==> config.mk <==
export PLATFORM = sky130hd
export DESIGN_NAME = seq_unsigned_divider_flat
export DESIGN_NICKNAME = d
export VERILOG_FILES = /design/src/rtl/seq_unsigned_divider_if.sv /design/src/rtl/seq_unsigned_divider.sv /design/src/flat_wrapper.sv
export SDC_FILE = /design/constraint.sdc
export NUM_CORES = 1
export LEC_CHECK = 0
export CORE_ASPECT_RATIO = 2
export CORE_MARGIN = 2
export CORE_UTILIZATION = 58
export DETAILED_ROUTE_END_ITERATION = 7
export GPL_TIMING_DRIVEN = 0
export MAX_ROUTING_LAYER = met4
export PLACE_DENSITY = 0.9
export SYNTH_ARGS = -nofsm -noshare
export SYNTH_HDL_FRONTEND = slang
export SYNTH_SLANG_ARGS = --single-unit
==> constraint.sdc <==
create_clock -name clk -period 6.2 [get_ports clk]
set_input_delay 1.86 -clock clk [delete_from_list [all_inputs] [get_ports clk]]
set_output_delay 1.86 -clock clk [all_outputs]
set_load 0.03 [all_outputs]
==> src/rtl/seq_unsigned_divider_if.sv <==
`default_nettype none
// ============================================================================
// Module   : seq_unsigned_divider_if
// Brief    : Operand/start/result bundle between the tile I/O wrapper and the
//            sequential unsigned divider.
// Revision : 1.0
// ============================================================================
interface seq_unsigned_divider_if #(
    parameter int WIDTH = 8
);
    logic             ena;
    logic             start;
    logic [WIDTH-1:0] dividend;
    logic [WIDTH-1:0] divisor;
    logic             busy;
    logic             done;
    logic [WIDTH-1:0] quotient;
    logic [WIDTH-1:0] remainder;
    logic             div_by_zero;

    modport master (
        output ena, start, dividend, divisor,
        input  busy, done, quotient, remainder, div_by_zero
    );

    modport slave (
        input  ena, start, dividend, divisor,
        output busy, done, quotient, remainder, div_by_zero
    );
endinterface
`default_nettype wire

==> src/rtl/seq_unsigned_divider.sv <==
`default_nettype none
// ============================================================================
// Module   : seq_unsigned_divider
// Brief    : Iterative restoring unsigned divider, one quotient bit per cycle,
//            start/busy/done handshake. Define DIVU_EARLY_OUT_EN to finish in
//            one cycle when divisor > dividend.
// Revision : 1.0
// ============================================================================
module seq_unsigned_divider #(
    parameter int WIDTH = 8
) (
    input  logic                   clk,
    input  logic                   rst_n,
    seq_unsigned_divider_if.slave  bus
);
    localparam int              CNT_W  = $clog2(WIDTH) + 1;
    localparam logic [CNT_W-1:0] C_LAST = CNT_W'(WIDTH - 1);

    typedef enum logic [1:0] {
        S_IDLE = 2'd0,
        S_CALC = 2'd1,
        S_DONE = 2'd2
    } state_t;

    state_t           state_q, state_d;
    logic [WIDTH-1:0] prem_q,  prem_d;
    logic [WIDTH-1:0] shreg_q, shreg_d;
    logic [WIDTH-1:0] dvs_q,   dvs_d;
    logic [CNT_W-1:0] cnt_q,   cnt_d;
    logic [WIDTH-1:0] quo_q,   quo_d;
    logic [WIDTH-1:0] rem_q,   rem_d;
    logic             dbz_q,   dbz_d;

    // The partial remainder is always below the divisor between steps, so it
    // fits WIDTH bits; only the shifted value needs the extra top bit.
    logic [WIDTH:0]   prem_shift;
    logic [WIDTH:0]   trial;
    logic             q_bit;
    logic [WIDTH-1:0] prem_next;
    logic [WIDTH-1:0] shreg_next;

    assign prem_shift = {prem_q, shreg_q[WIDTH-1]};
    assign trial      = prem_shift - {1'b0, dvs_q};
    assign q_bit      = ~trial[WIDTH];
    assign prem_next  = q_bit ? trial[WIDTH-1:0] : prem_shift[WIDTH-1:0];
    assign shreg_next = {shreg_q[WIDTH-2:0], q_bit};

    always_ff @(posedge clk or negedge rst_n) begin
        if (!rst_n) begin
            state_q <= S_IDLE;
            prem_q  <= '0;
            shreg_q <= '0;
            dvs_q   <= '0;
            cnt_q   <= '0;
            quo_q   <= '0;
            rem_q   <= '0;
            dbz_q   <= 1'b0;
        end else begin
            state_q <= state_d;
            prem_q  <= prem_d;
            shreg_q <= shreg_d;
            dvs_q   <= dvs_d;
            cnt_q   <= cnt_d;
            quo_q   <= quo_d;
            rem_q   <= rem_d;
            dbz_q   <= dbz_d;
        end
    end

    always_comb begin
        state_d = state_q;
        prem_d  = prem_q;
        shreg_d = shreg_q;
        dvs_d   = dvs_q;
        cnt_d   = cnt_q;
        quo_d   = quo_q;
        rem_d   = rem_q;
        dbz_d   = dbz_q;

        if (bus.ena) begin
            case (state_q)
                S_IDLE, S_DONE: begin
                    if (bus.start) begin
                        dvs_d = bus.divisor;
                        if (bus.divisor == '0) begin
                            state_d = S_DONE;
                            quo_d   = '1;
                            rem_d   = bus.dividend;
                            dbz_d   = 1'b1;
`ifdef DIVU_EARLY_OUT_EN
                        end else if (bus.divisor > bus.dividend) begin
                            state_d = S_DONE;
                            quo_d   = '0;
                            rem_d   = bus.dividend;
                            dbz_d   = 1'b0;
`endif
                        end else begin
                            state_d = S_CALC;
                            prem_d  = '0;
                            shreg_d = bus.dividend;
                            cnt_d   = '0;
                            dbz_d   = 1'b0;
                        end
                    end else if (state_q == S_DONE) begin
                        state_d = S_IDLE;
                    end
                end
                S_CALC: begin
                    prem_d  = prem_next;
                    shreg_d = shreg_next;
                    cnt_d   = cnt_q + CNT_W'(1);
                    if (cnt_q == C_LAST) begin
                        state_d = S_DONE;
                        quo_d   = shreg_next;
                        rem_d   = prem_next;
                    end
                end
                default: begin
                    state_d = S_IDLE;
                end
            endcase
        end
    end

    assign bus.busy        = (state_q == S_CALC);
    assign bus.done        = (state_q == S_DONE);
    assign bus.quotient    = quo_q;
    assign bus.remainder   = rem_q;
    assign bus.div_by_zero = dbz_q;

endmodule
`default_nettype wire

==> src/flat_wrapper.sv <==
// flat-port wrapper written by rule: the top's interface ports become plain ports
module seq_unsigned_divider_flat 
#(
    parameter int WIDTH = 8
)
  (clk, rst_n, bus_ena, bus_start, bus_dividend, bus_divisor, bus_busy, bus_done, bus_quotient, bus_remainder, bus_div_by_zero);
  seq_unsigned_divider_if #(.WIDTH(WIDTH)) bus_i ();
  input  logic clk;
  input  logic rst_n;
  input wire logic [$bits(bus_i.ena)-1:0] bus_ena;
  input wire logic [$bits(bus_i.start)-1:0] bus_start;
  input wire logic [$bits(bus_i.dividend)-1:0] bus_dividend;
  input wire logic [$bits(bus_i.divisor)-1:0] bus_divisor;
  output wire logic [$bits(bus_i.busy)-1:0] bus_busy;
  output wire logic [$bits(bus_i.done)-1:0] bus_done;
  output wire logic [$bits(bus_i.quotient)-1:0] bus_quotient;
  output wire logic [$bits(bus_i.remainder)-1:0] bus_remainder;
  output wire logic [$bits(bus_i.div_by_zero)-1:0] bus_div_by_zero;
  assign bus_i.ena = bus_ena;
  assign bus_i.start = bus_start;
  assign bus_i.dividend = bus_dividend;
  assign bus_i.divisor = bus_divisor;
  assign bus_busy = bus_i.busy;
  assign bus_done = bus_i.done;
  assign bus_quotient = bus_i.quotient;
  assign bus_remainder = bus_i.remainder;
  assign bus_div_by_zero = bus_i.div_by_zero;
  seq_unsigned_divider #(.WIDTH(WIDTH)) u_core (.clk(clk), .rst_n(rst_n), .bus(bus_i));
endmodule
==> impl_metrics.env <==
export IMPL_io_pins=39
export IMPL_worstHoldPathType="register to register"
export IMPL_clk_latency_ps=310
export IMPL_path_buf_inv=2
export IMPL_vias=2086
export IMPL_firstDrtPassIters=4
export IMPL_crit_type="primary input to register"
export IMPL_grt_util_met2=0.533
export IMPL_gp_congestion=0.851
export IMPL_synthCells=248
export IMPL_worstPathRequired_ps=6420
export IMPL_p_per_area_mw_per_mm2=535
export IMPL_tns_ps=0
export IMPL_die_area_sq_mm=0.00485
export IMPL_worst_slack_ps=1950
export IMPL_diodes=0
export IMPL_rsz0062_at_grt="false"
export IMPL_synthesis_nets=278
export IMPL_placed_cell_area_sq_mm=0.00295
export IMPL_worst_pin_slew_ps=924
export IMPL_area_delta_synth_final_pct=22.9
export IMPL_cts_resized=0
export IMPL_slew_headroom=0.384
export IMPL_fin_nets=324
export IMPL_cts_sinks=47
export IMPL_antenna_found_initial=0
export IMPL_p_leak_nw=1.36
export IMPL_io_buffers=38
export IMPL_drive_gt1_frac=0.0814
export IMPL_cts_tree="done"
export IMPL_hpwl_um=4450
export IMPL_placement_rows=33
export IMPL_period_minus_slack_ps=4250
export IMPL_post_place_ws_ps=1740
export IMPL_core_area_sq_mm=0.00409
export IMPL_syn_area_per_cell_sq_um=10.0
export IMPL_met1_usage=0.281
export IMPL_status="completed"
export IMPL_cts_max_level=2
export IMPL_vias_per_cell=6.01
export IMPL_drt_iter0_drc=60
export IMPL_ys_seq_elements=47
export IMPL_drt_total_wl_um=6000
export IMPL_finalSetupViolations=0
export IMPL_grt_usage=0.283
export IMPL_grt_max_degree=25
export IMPL_critical_path_arrival_ps=4470
export IMPL_final_hold_viol_count=0
export IMPL_initial_core_util=0.607
export IMPL_cpPeakStageDelay_ps=500
export IMPL_worstRegToRegCells=10
export IMPL_final_area_sq_mm=0.00305
export IMPL_critPathTopFamily="simple AND/OR/NAND/NOR gates"
export IMPL_ys_types=36
export IMPL_maxCapViolCount=0
export IMPL_hold_end="u_core.bus.div_by_zero"
export IMPL_globalRouteMet3Util=0.0323
export IMPL_ant_nets=0
export IMPL_root_buffer="clkbuf_8"
export IMPL_grt_pass1_wl_um=9980
export IMPL_path_clk_slew_ps=90
export IMPL_ys_warn_count=0
export IMPL_syn_cell_area_sq_mm=0.00248
export IMPL_drv_slew=0
export IMPL_slowest_stage="a21oi_1"
export IMPL_fin_skew_ps=6.69
export IMPL_clock_path_buffers=2
export IMPL_die_h_um=96.5
export IMPL_hold_buffers=0
export IMPL_crit_fanout=10
export IMPL_reg2reg_to="u_core.prem_q[0]"
export IMPL_post_cts_buffers=0
export IMPL_vdd_drop_max_mv=0.371
export IMPL_p_total_mw=1.63
export IMPL_overflow=0
export IMPL_grt_pass1_vias=2178
export IMPL_worstSetupEndpointType="register"
export IMPL_rrSetupSlack_ps=2860
export IMPL_min_path_cells=2
export IMPL_floorplan_die_width_um=50.3
export IMPL_path_cells="clkdlybuf4s50_1 -> nor4_1 -> nand4b_1 -> a21oi_1 -> clkbuf_1 -> nor2_1 -> a31oi_1"
export IMPL_crit_start="bus_divisor[7]"
export IMPL_yosysSeqAreaShare=0.474
export IMPL_drc=0
export IMPL_holdCritStartpoint="u_core.bus.div_by_zero"
export IMPL_critPathLaunchType="primary input"
export IMPL_finish_utilization=0.746
export IMPL_fmax_mhz=235
export IMPL_period_share=0.686
export IMPL_post_drt_wl_per_cell_um=17.3
export IMPL_gr_max_usage_layer="met2"
export IMPL_r2r_start="u_core.shreg_q[7]"
export IMPL_cts_buffers=5
cells by family (layout without fill, tap and decap cells):
family | Yosys count | after routing | share of synthesized area
buffers and inverters | 21 | 68 | 0.0318
flip-flops | 47 | 47 | 0.474
XOR/XNOR | 5 | 5 | 0.0176
adder cells (fa/ha/maj) | 10 | 10 | 0.0534
multiplexers | 26 | 26 | 0.113
AO/OA/AOI/OAI | 71 | 71 | 0.177
AND/OR/NAND/NOR | 68 | 68 | 0.133
sequential cells by signal (all words and copies together) (netlist names):
| register | count |
|---|---|
| u_core.bus.div_by_zero | 1 |
| u_core.bus.quotient | 8 |
| u_core.bus.remainder | 8 |
| u_core.cnt_q | 4 |
| u_core.dvs_q | 8 |
| u_core.prem_q | 8 |
| u_core.shreg_q | 8 |
| u_core.state_q | 2 |
routing by layer:
metal  up-vias  share of wire
met2        89           0.57
met5         -              0
met3        23          0.052
met4         0          0.034
li1        983              -
met1       991           0.35
worst max-delay path by stage:
stage / to / cells past startpoint
after floorplan: u_core.bus.quotient[0] / 6
after global placement: u_core.bus.remainder[2] / 7
after detailed placement: u_core.bus.remainder[2] / 7
after CTS: u_core.bus.remainder[2] / 7
after global routing: u_core.bus.remainder[2] / 7
final: u_core.bus.remainder[2] / 7
cell usage in the layout (no fill, tap or decap), types with 2 or more instances in the layout:
| master | n |
|---|---|
| nand2_1 | 26 |
| a211oi_1 | 2 |
| nor2b_1 | 6 |
| a21o_1 | 5 |
| dfrtp_1 | 47 |
| mux2_2 | 9 |
| o21ai_1 | 8 |
| nor2_1 | 13 |
| mux2i_1 | 15 |
| clkdlybuf4s50_1 | 37 |
| a21oi_1 | 13 |
| mux2_4 | 2 |
| nand3_1 | 10 |
| nand2b_1 | 2 |
| xnor2_1 | 2 |
| nor4_1 | 2 |
| clkbuf_1 | 8 |
| nand4b_1 | 3 |
| clkbuf_8 | 7 |
| xor2_1 | 3 |
| inv_1 | 12 |
| a32oi_1 | 2 |
| a31oi_1 | 2 |
| o22a_1 | 7 |
| o21ai_0 | 29 |
| ha_1 | 9 |
cell type report:
cell class	instances	area (sq um)
Buffer	8	30.0
Sequential cell	47	1180
Clock buffer	8	100
Inverter	13	48.8
Multi-Input combinational cell	180	1230
Timing Repair Buffer	39	403
Tap cell	52	65.1
Fill cell	268	1040
worst reg2reg max path, cell delays in order (launching register included):
cell and delay [ps]:
dfrtp_1 380, inv_1 80, ha_1 150, inv_1 50
fa_1 410, a211oi_1 470, nor3_2 120, mux2i_1 170
a2111oi_4 860, mux2_4 380, o21ai_0 190
metrics by stage:
stage	std cells	hold WS (ps)
final	347	495
after global routing	347	519
after CTS	347	491
after detailed placement	339	472
after global placement	338	465
after floorplan	248	450
synth_stat cells, drive strengths merged:
cell,count,area share
nand3b,1,0.0030
buf,1,0.0015
a21oi,13,0.026
nor2b,6,0.015
nor4bb,1,0.0040
xor2,3,0.011
xnor2,2,0.0071
o21bai,1,0.0030
a211oi,2,0.0060
a2111oi,1,0.011
nor3,2,0.0060
a32o,1,0.0040
mux2i,15,0.060
ha,9,0.045
fa,1,0.0081
mux2,11,0.053
nand4b,3,0.011
nand3,10,0.020
a31oi,2,0.0050
a32oi,2,0.0071
nand2b,2,0.0050
nand2,27,0.042
inv,13,0.020
dfrtp,47,0.47
clkbuf,7,0.011
nor4,2,0.0050
or3,1,0.0025
o21ai,37,0.075
nor2,13,0.020
a21o,5,0.015
o22a,7,0.025
power breakdown:
group / leakage (nW) / switching [mW] / internal (mW)
sequential: 0.586 / 0.0907 / 0.434
clock: 0.0515 / 0.101 / 0.102
combinational: 0.720 / 0.521 / 0.384
total: 1.36 / 0.712 / 0.920
Note: power is estimated with default switching activity, not from simulation.
